[src/rtl/reset_sequencer_pkg.sv]
// -----------------------------------------------------------------------------
// reset_sequencer_pkg
// Shared definitions for the reset sequencer:
//   - default parameter values
//   - sequencer state enum
//   - counter width helpers
// -----------------------------------------------------------------------------
package reset_sequencer_pkg;

   localparam int DEF_CHANNELS    = 2;
   localparam int DEF_CYCLES      = 20;
   localparam int DEF_STAGGER     = 4;
   localparam int DEF_SW_PULSE    = 8;
   localparam int DEF_CLK_DIV     = 2;
   localparam int DEF_SYNC_STAGES = 2;

   typedef enum logic [1:0] {
      BOOT    = 2'd0,
      RELEASE = 2'd1,
      RUN     = 2'd2,
      SWRST   = 2'd3
   } state_t;

   // Sequence count at which the last channel is released.
   function automatic int seq_last(input int cycles, input int channels, input int stagger);
      return cycles - 1 + (channels - 1) * stagger;
   endfunction

   function automatic int seq_width(input int cycles, input int channels, input int stagger);
      return $clog2(cycles + (channels - 1) * stagger + 1);
   endfunction

   function automatic int pulse_width(input int sw_pulse);
      return $clog2(sw_pulse + 1);
   endfunction

   // A divide-by-1 still needs a one-bit counter to keep the logic uniform.
   function automatic int div_width(input int clk_div);
      return (clk_div < 2) ? 1 : $clog2(clk_div);
   endfunction

endpackage

[src/rtl/reset_sync.sv]
// -----------------------------------------------------------------------------
// reset_sync
// Asynchronous-assert, synchronous-deassert reset synchroniser.
//   clk        in   destination clock
//   rst_n      in   asynchronous active-low reset
//   sync_rst_n out  active-low reset, deasserted STAGES clocks after rst_n rises
// -----------------------------------------------------------------------------
module reset_sync #(
   parameter int STAGES = 2
) (
   input  logic clk,
   input  logic rst_n,
   output logic sync_rst_n
);

   logic [STAGES-1:0] chain_q;

   // NOTE: sequential state uses non-blocking assignments so every flop
   // samples the pre-edge value of its neighbour; blocking here would
   // collapse the chain into a single stage.
   always_ff @(posedge clk or negedge rst_n) begin
      if (!rst_n) begin
         chain_q <= '0;
      end else begin
         chain_q <= {chain_q[STAGES-2:0], 1'b1};
      end
   end

   assign sync_rst_n = chain_q[STAGES-1];

endmodule

[src/rtl/reset_sequencer.sv]
// -----------------------------------------------------------------------------
// reset_sequencer
// Staggered multi-channel reset release, software reset pulses and a divided
// clock-enable strobe for processor test harnesses.
//   clk           in   system clock
//   reset_n       in   asynchronous active-low board reset
//   sw_reset_req  in   per-channel software reset request mask (RUN only)
//   hold          in   suppresses clk_en_o while high
//   reset_o       out  active-high per-channel resets
//   clk_en_o      out  one-cycle strobe every CLK_DIV cycles
//   ready_o       out  all channels released, no software reset in progress
//   boot_done_o   out  one-cycle pulse when the power-on sequence completes
// All outputs are registered.
// -----------------------------------------------------------------------------
module reset_sequencer
   import reset_sequencer_pkg::*;
#(
   parameter int CHANNELS    = DEF_CHANNELS,
   parameter int CYCLES      = DEF_CYCLES,
   parameter int STAGGER     = DEF_STAGGER,
   parameter int SW_PULSE    = DEF_SW_PULSE,
   parameter int CLK_DIV     = DEF_CLK_DIV,
   parameter int SYNC_STAGES = DEF_SYNC_STAGES
) (
   input  logic                clk,
   input  logic                reset_n,
   input  logic [CHANNELS-1:0] sw_reset_req,
   input  logic                hold,
   output logic [CHANNELS-1:0] reset_o,
   output logic                clk_en_o,
   output logic                ready_o,
   output logic                boot_done_o
);

   localparam int SEQ_MAX = seq_last(CYCLES, CHANNELS, STAGGER);
   localparam int SEQ_W   = seq_width(CYCLES, CHANNELS, STAGGER);
   localparam int PULSE_W = pulse_width(SW_PULSE);
   localparam int DIV_W   = div_width(CLK_DIV);

   logic                sync_n;
   state_t              state_q, state_d;
   logic [SEQ_W-1:0]    seq_q, seq_d;
   logic [PULSE_W-1:0]  pulse_q, pulse_d;
   logic [CHANNELS-1:0] mask_q, mask_d;
   logic [CHANNELS-1:0] reset_d;
   logic                ready_d, boot_done_d;
   logic [CHANNELS-1:0] chan_hit;
   logic                last_hit;
   logic                pulse_done;
   logic [DIV_W-1:0]    div_q;
   logic                div_hit;

   reset_sync #(
      .STAGES (SYNC_STAGES)
   ) u_reset_sync (
      .clk        (clk),
      .rst_n      (reset_n),
      .sync_rst_n (sync_n)
   );

   // Release points: channel k lets go when the sequence count reaches
   // CYCLES-1 + k*STAGGER. Gated by the synchroniser so a CYCLES=1 build
   // does not release before the board reset has been synchronised.
   always_comb begin
      for (int k = 0; k < CHANNELS; k++) begin
         chan_hit[k] = sync_n && (seq_q == SEQ_W'(CYCLES - 1 + k * STAGGER));
      end
   end

   assign last_hit   = sync_n && (seq_q == SEQ_W'(SEQ_MAX));
   assign pulse_done = (pulse_q == PULSE_W'(SW_PULSE));

   // State register, counters and registered outputs.
   always_ff @(posedge clk or negedge reset_n) begin
      if (!reset_n) begin
         state_q     <= BOOT;
         seq_q       <= '0;
         pulse_q     <= '0;
         mask_q      <= '0;
         reset_o     <= '1;
         ready_o     <= 1'b0;
         boot_done_o <= 1'b0;
      end else begin
         state_q     <= state_d;
         seq_q       <= seq_d;
         pulse_q     <= pulse_d;
         mask_q      <= mask_d;
         reset_o     <= reset_d;
         ready_o     <= ready_d;
         boot_done_o <= boot_done_d;
      end
   end

   // Next-state and counter logic.
   // NOTE: every signal driven here gets a default first, so no path
   // through the case leaves a value unassigned and no latch is inferred.
   always_comb begin
      state_d = state_q;
      seq_d   = seq_q;
      pulse_d = pulse_q;
      mask_d  = mask_q;

      // Sequence counter saturates at the last release point.
      if (sync_n && (state_q == BOOT || state_q == RELEASE) &&
          seq_q != SEQ_W'(SEQ_MAX)) begin
         seq_d = seq_q + SEQ_W'(1);
      end

      case (state_q)
         BOOT: begin
            // STAGGER=0 or a single channel: everything releases at once.
            if (last_hit) begin
               state_d = RUN;
            end else if (chan_hit[0]) begin
               state_d = RELEASE;
            end
         end
         RELEASE: begin
            if (last_hit) begin
               state_d = RUN;
            end
         end
         RUN: begin
            if (|sw_reset_req) begin
               mask_d  = sw_reset_req;
               pulse_d = PULSE_W'(1);
               state_d = SWRST;
            end
         end
         SWRST: begin
            // Counter holds at SW_PULSE after release until the next load.
            if (pulse_done) begin
               state_d = RUN;
            end else begin
               pulse_d = pulse_q + PULSE_W'(1);
            end
         end
         default: state_d = BOOT;
      endcase
   end

   // Next values of the registered outputs.
   always_comb begin
      reset_d     = reset_o;
      ready_d     = ready_o;
      boot_done_d = 1'b0;

      case (state_q)
         BOOT, RELEASE: begin
            reset_d = reset_o & ~chan_hit;
            if (last_hit) begin
               ready_d     = 1'b1;
               boot_done_d = 1'b1;
            end
         end
         RUN: begin
            if (|sw_reset_req) begin
               reset_d = reset_o | sw_reset_req;
               ready_d = 1'b0;
            end
         end
         SWRST: begin
            if (pulse_done) begin
               reset_d = reset_o & ~mask_q;
               ready_d = 1'b1;
            end
         end
         default: reset_d = '1;
      endcase
   end

   // Clock-enable divider: free-running from synchroniser release,
   // independent of the sequencer state. hold only masks the strobe.
   assign div_hit = (div_q == DIV_W'(CLK_DIV - 1));

   always_ff @(posedge clk or negedge reset_n) begin
      if (!reset_n) begin
         div_q    <= '0;
         clk_en_o <= 1'b0;
      end else begin
         if (sync_n) begin
            div_q <= div_hit ? '0 : div_q + DIV_W'(1);
         end
         clk_en_o <= sync_n && div_hit && !hold;
      end
   end

endmodule

[config.mk]
export PLATFORM = sky130hd
export DESIGN_NAME = reset_sequencer
export DESIGN_NICKNAME = d
export VERILOG_FILES = /design/src/rtl/reset_sequencer_pkg.sv /design/src/rtl/reset_sync.sv /design/src/rtl/reset_sequencer.sv
export SDC_FILE = /design/constraint.sdc
export NUM_CORES = 1
export LEC_CHECK = 0
export CORE_ASPECT_RATIO = 1.5
export CORE_UTILIZATION = 44
export DETAILED_ROUTE_END_ITERATION = 10
export PLACE_DENSITY_LB_ADDON = 0.08
export REMOVE_ABC_BUFFERS = 1
export SETUP_SLACK_MARGIN = 0.2
export SLEW_MARGIN = 10
export SYNTH_ARGS = -nofsm -noshare
export SYNTH_HDL_FRONTEND = slang
export SYNTH_SLANG_ARGS = --single-unit
[constraint.sdc]
create_clock -name clk -period 2.65 [get_ports clk]
set_input_delay 0.53 -clock clk [delete_from_list [all_inputs] [get_ports clk]]
set_output_delay 0.53 -clock clk [all_outputs]
set_load 0.01 [all_outputs]
After elaboration in Yosys (flattened, before gate mapping)
Index checks and enable logic that the tools add are counted.
{"block": "totals", "reg_bits": 21, "inputBits": 5, "out_inout_bits": 5, "elab_cells": 67}
{"block": "classes", "n_addsub": 3, "eq_ne": 13, "muxes": 19, "n_bitwise": 5, "reduce_logical": 17}
{"operator": "$mux 2", "count": 7}
{"operator": "$eq 5x5->1 const B", "count": 2}
{"operator": "$ne 2x2->1 const B", "count": 5}
{"operator": "$mux 4", "count": 2}
{"operator": "$pmux 2 s4", "count": 1}
{"operator": "$pmux 4 s2", "count": 1}
{"operator": "$logic_and 1x1->1", "count": 6}
{"operator": "$mux 1", "count": 6}
{"operator": "$pmux 2 s3", "count": 1}
{"operator": "$reduce_and 3->1", "count": 2}
{"operator": "$add 5x1->5 const B", "count": 1}
{"operator": "$ne 5x5->1 const B", "count": 1}
{"operator": "$add 4x1->4 const B", "count": 1}
{"operator": "$and 2x2->2", "count": 2}
{"operator": "$eq 2x2->1 const B", "count": 2}
{"operator": "$eq 4x4->1 const B", "count": 1}
{"operator": "$not 2->2", "count": 2}
{"operator": "$reduce_and 2->1", "count": 2}
{"operator": "$reduce_and 4->1", "count": 1}
{"operator": "$reduce_or 2->1", "count": 2}
{"operator": "$ne 3x3->1 const B", "count": 1}
{"operator": "$pmux 1 s3", "count": 1}
{"operator": "$eq 2x1->1 const B", "count": 1}
{"operator": "$logic_not 2->1", "count": 1}
{"operator": "other kinds (5)", "count": 5}

Longest topological paths before layout
{"block": "logic_depth", "depth_word": 5, "mapped_depth": 5, "ltp_nobuf": 5}

By module
A second synthesis with hierarchy kept.
{"block": "hier_totals", "cells_unflattened": 91, "area_unflattened_um2": 1008.5}
{"module": "reset_sequencer", "n_inst": 1, "cells_per_inst": 88, "area_each_um2": 954.7, "seq_area_each_um2": 478.0}
{"module": "reset_sync", "n_inst": 1, "cells_per_inst": 3, "area_each_um2": 53.8, "seq_area_each_um2": 50.0}

Worst setup path before layout
Ideal clock, no wire load.
{"block": "synth_path", "path_kind": "register to register", "startpoint": "register seq_q[0]", "endpoint": "register seq_q[1]", "setup_time_ns": 0.125, "arrival_time_ns": 1.138, "required_time_ns": 2.525, "setup_slack_ns": 1.386, "path_stages_with_launch": 5, "path_buffers": 0, "synth_period_minus_slack_ns": 1.264, "cell_sequence": "dfrtp_1 -> ha_1 -> nand4b_1 -> nand2_2 -> mux2_4"}
{"block": "synth_via", "elab_chain_len": 2, "word_cells_on_any_way": 3, "classes_between": "add/sub: 1; eq/ne: 1; reduce/logical: 1"}
{"element": "start, declared", "line": "reset_sequencer.sv:42", "rtl": "logic [SEQ_W-1:0] seq_q, seq_d;"}
{"element": "start signal, assigned", "line": "reset_sequencer.sv:85", "rtl": "seq_q <= seq_d;"}
{"element": "parallel branches: the longest is 2 deep, another holds $add 5x1->5"}
Several ways; the timed one is not identified.
A chain may end at the register's enable or synchronous reset.

Worst setup path in the final report
{"block": "layout_path", "startpoint": "register reset_o[1]", "endpoint": "output reset_o[1]"}
{"element": "start, declared", "line": "reset_sequencer.sv:29", "rtl": "output logic [CHANNELS-1:0] reset_o,"}
{"element": "start signal, assigned", "line": "reset_sequencer.sv:88", "rtl": "reset_o <= reset_d;"}
No word-level cell between the ends.

==> results.py <==
metrics = {
    "run_status": {
        "status": "complete, no violations",
    },
    "detailed_routing": {
        "drt-total-wl_um": 1710,
        "viasPerCell": 5.69,
        "post-route-drc-count": 0,
        "dr_total_vias": 706,
        "wl_per_cell_um": 13.8,
        "antenna_left": 0,
        "firstDrtPassIters": 2,
        "dr.first_iter.drc_count": 10,
    },
    "pwr": {
        "pwr-share-seq": 0.517,
        "max-vdd-ir-drop_uv": 463,
        "p_switching_uw": 418,
        "power_density_nw_per_um2": 994,
        "power_uw": 1140,
        "p_int_uw": 718,
        "power.clock.fraction": 0.137,
        "pwr-share-comb": 0.346,
        "leakage_uw": 0.000503,
        "sw_frac_of_total": 0.368,
    },
    "timing": {
        "post-route-min-period_ps": 1910,
        "rsz0062_at_grt": "false",
        "max-slew-margin-rel": 0.656,
        "setup_violations": 0,
        "fmax_ghz": 0.523,
        "hold_violations": 0,
        "fin_tns_setup_ps": 0,
        "finalCritPeriodShare": 0.722,
        "slew_viol_final": 0,
        "tightest_slew_ps": 516,
        "finalHoldWorstSlack_ps": 360,
        "worst_clock_skew_ps": 6.07,
    },
    "setup_path": {
        "max_stage_delay_ps": 550,
        "critical_path_class": "flop to output pin",
        "slowest_stage": "dfstp_2",
        "crit_chain": "clkdlybuf4s50_1",
        "critPathRequiredTime_ps": 2120,
        "arrival_ps": 1380,
        "worstPathMaxFanout": 2,
        "r2r_slack_ps": 1260,
        "cp_num_buf_inv": 1,
        "worst_setup_path_end_kind": "output pin",
        "cp_top_family": "flip-flops",
        "start_kind": "flop",
    },
    "die": {
        "die_area_um2": 2490,
        "die_h_um": 60.6,
        "coreArea_um2": 2100,
        "die_x_um": 41.1,
        "io-pin-count": 10,
        "start_util": 0.479,
        "rows": 20,
    },
    "clock_network": {
        "ctsResizeCount": 0,
        "cts_made_buffers": 3,
        "clk_latency_ps": 310,
        "cts-root-buf": "clkbuf_4",
        "cts_tree": "done",
        "clk_pin_slew_ps": 110,
        "clkSinkCount": 21,
        "cts_buffer_depth": 2,
        "hold_buffers": 0,
        "post-cts-setup-buffer-count": 0,
        "h-tree-depth": 1,
    },
    "placement": {
        "hpwl_um": 1250,
        "placed_cell_area_um2": 1120,
        "port_buffers": 9,
        "globalplace.congestion": 0.714,
    },
    "yosys": {
        "syn_area_um2": 1010,
        "yosys_register_bits": 21,
        "yosysWarnings": 0,
        "synth-seq-area-share": 0.524,
        "syn_inst": 90,
        "synth.distinct_cells": 36,
        "synth_area_per_cell_um2": 11.2,
    },
    "flow_run": {
        "drv_cap": 0,
    },
    "global_routing": {
        "grt_pass1_wl_um": 2810,
        "grt_antenna_before_repair": 0,
        "grt.total_usage": 0.171,
        "grt_pass1_vias": 701,
        "grt_max_degree": 22,
        "overflow": 0,
    },
    "layout": {
        "final_util": 0.543,
        "drive_gt1_frac": 0.127,
        "diodes": 0,
        "nets": 111,
        "fin_area_um2": 1140,
        "area_growth_pct": 13.4,
    },
    "worst_hold_path": {
        "min_path_type": "flop to flop",
    },
}
power groups by stage:
stage                     Sequential [uW]  Clock [uW]  Combinational [uW]
after floorplan                       566           0                 299
after global placement                592           0                 386
after detailed placement              596           0                 399
after CTS                             589         166                 401
after global routing                  611         173                 450
final                                 587         156                 393
worst paths after layout:
kind | from | endpoint | cells past startpoint
setup / recovery | reset_o[1]$_DFFE_PN1P_ | reset_o[1] | 1
hold / removal | u_reset_sync.chain_q[0]$_DFF_PN0_ | u_reset_sync.chain_q[1]$_DFF_PN0_ | 0
setup reg to reg | pulse_q[0]$_DFFE_PN0P_ | state_q[0]$_DFFE_PN0P_ | 5
hold reg to reg | u_reset_sync.chain_q[0]$_DFF_PN0_ | u_reset_sync.chain_q[1]$_DFF_PN0_ | 0
max in group asynchronous | reset_n | reset_o[0]$_DFFE_PN1P_ | 2
min in group asynchronous | reset_n | state_q[0]$_DFFE_PN0P_ | 2
placed cells by master, fill, tap and decap left out, types with 3 or more instances in the layout:
| cell type | count |
|---|---|
| nand3_1 | 4 |
| nand2_1 | 15 |
| nor2_1 | 4 |
| nor3_1 | 3 |
| clkbuf_4 | 3 |
| nand3b_1 | 3 |
| ha_1 | 3 |
| dfrtp_1 | 19 |
| clkdlybuf4s50_1 | 9 |
| xnor2_1 | 4 |
cell families (layout without fill, tap and decap cells):
logic type                 after synthesis  in the layout  synth area share
AOI/OAI and AO/OA                       12             12             0.102
xor gates and xnor gates                 5              5            0.0435
adders and majority gates                3              3            0.0373
buffers and inverters                    4             16            0.0236
DFF                                     21             21             0.524
muxes                                    2              2            0.0248
other                                    1              1           0.00372
and+or+nand+nor                         42             42             0.241
registers in the layout (all words and copies together) (netlist names):
signal / cells
u_reset_sync.chain_q: 2
seq_q: 5
state_q: 2
mask_q: 2
ready_o: 1
div_hit: 1
reset_o: 2
clk_en_o: 1
pulse_q: 4
boot_done_o: 1
synth_stat cells, drive strengths merged:
cell type / number / area share
nand3b: 4 / 0.042
o311ai: 2 / 0.017
inv: 2 / 0.0075
mux2i: 1 / 0.0099
buf: 2 / 0.016
nor2b: 2 / 0.015
dfrtp: 19 / 0.47
mux2: 1 / 0.015
a21oi: 2 / 0.0099
nor3b: 1 / 0.012
and4b: 1 / 0.0099
xor2: 1 / 0.0087
a22oi: 1 / 0.0075
a2111oi: 1 / 0.015
conb: 1 / 0.0037
and3: 1 / 0.0062
nand4: 2 / 0.012
nand2b: 1 / 0.0062
o211ai: 1 / 0.0075
ha: 3 / 0.037
nor2: 4 / 0.015
a21boi: 1 / 0.0075
a211oi: 2 / 0.015
a221oi: 1 / 0.015
and2b: 1 / 0.0075
dfstp: 2 / 0.052
nand4b: 2 / 0.017
nand3: 4 / 0.020
o31ai: 1 / 0.0075
xnor2: 4 / 0.035
nand2: 16 / 0.062
nor3: 3 / 0.015
stage by stage:
stage | setup slack, ps | instances
after floorplan | 1390 | 88
after global placement | 854 | 120
after detailed placement | 829 | 120
after CTS | 720 | 124
after global routing | 697 | 124
final | 738 | 124
per-layer routing:
metal  part of all wire  track usage
met5                  0            0
met4              0.030        0.114
met3              0.015       0.0220
met2               0.53        0.292
met1               0.43        0.182
cell type report:
type                            instances  area [um2]
Fill cell                             203         960
Sequential cell                        21         528
Multi-Input combinational cell         65         455
Timing Repair Buffer                   10        97.6
Tap cell                               22        27.5
Clock buffer                            4        26.3
Inverter                                2        7.51
No activity file was read; power rests on OpenSTA's default activity.
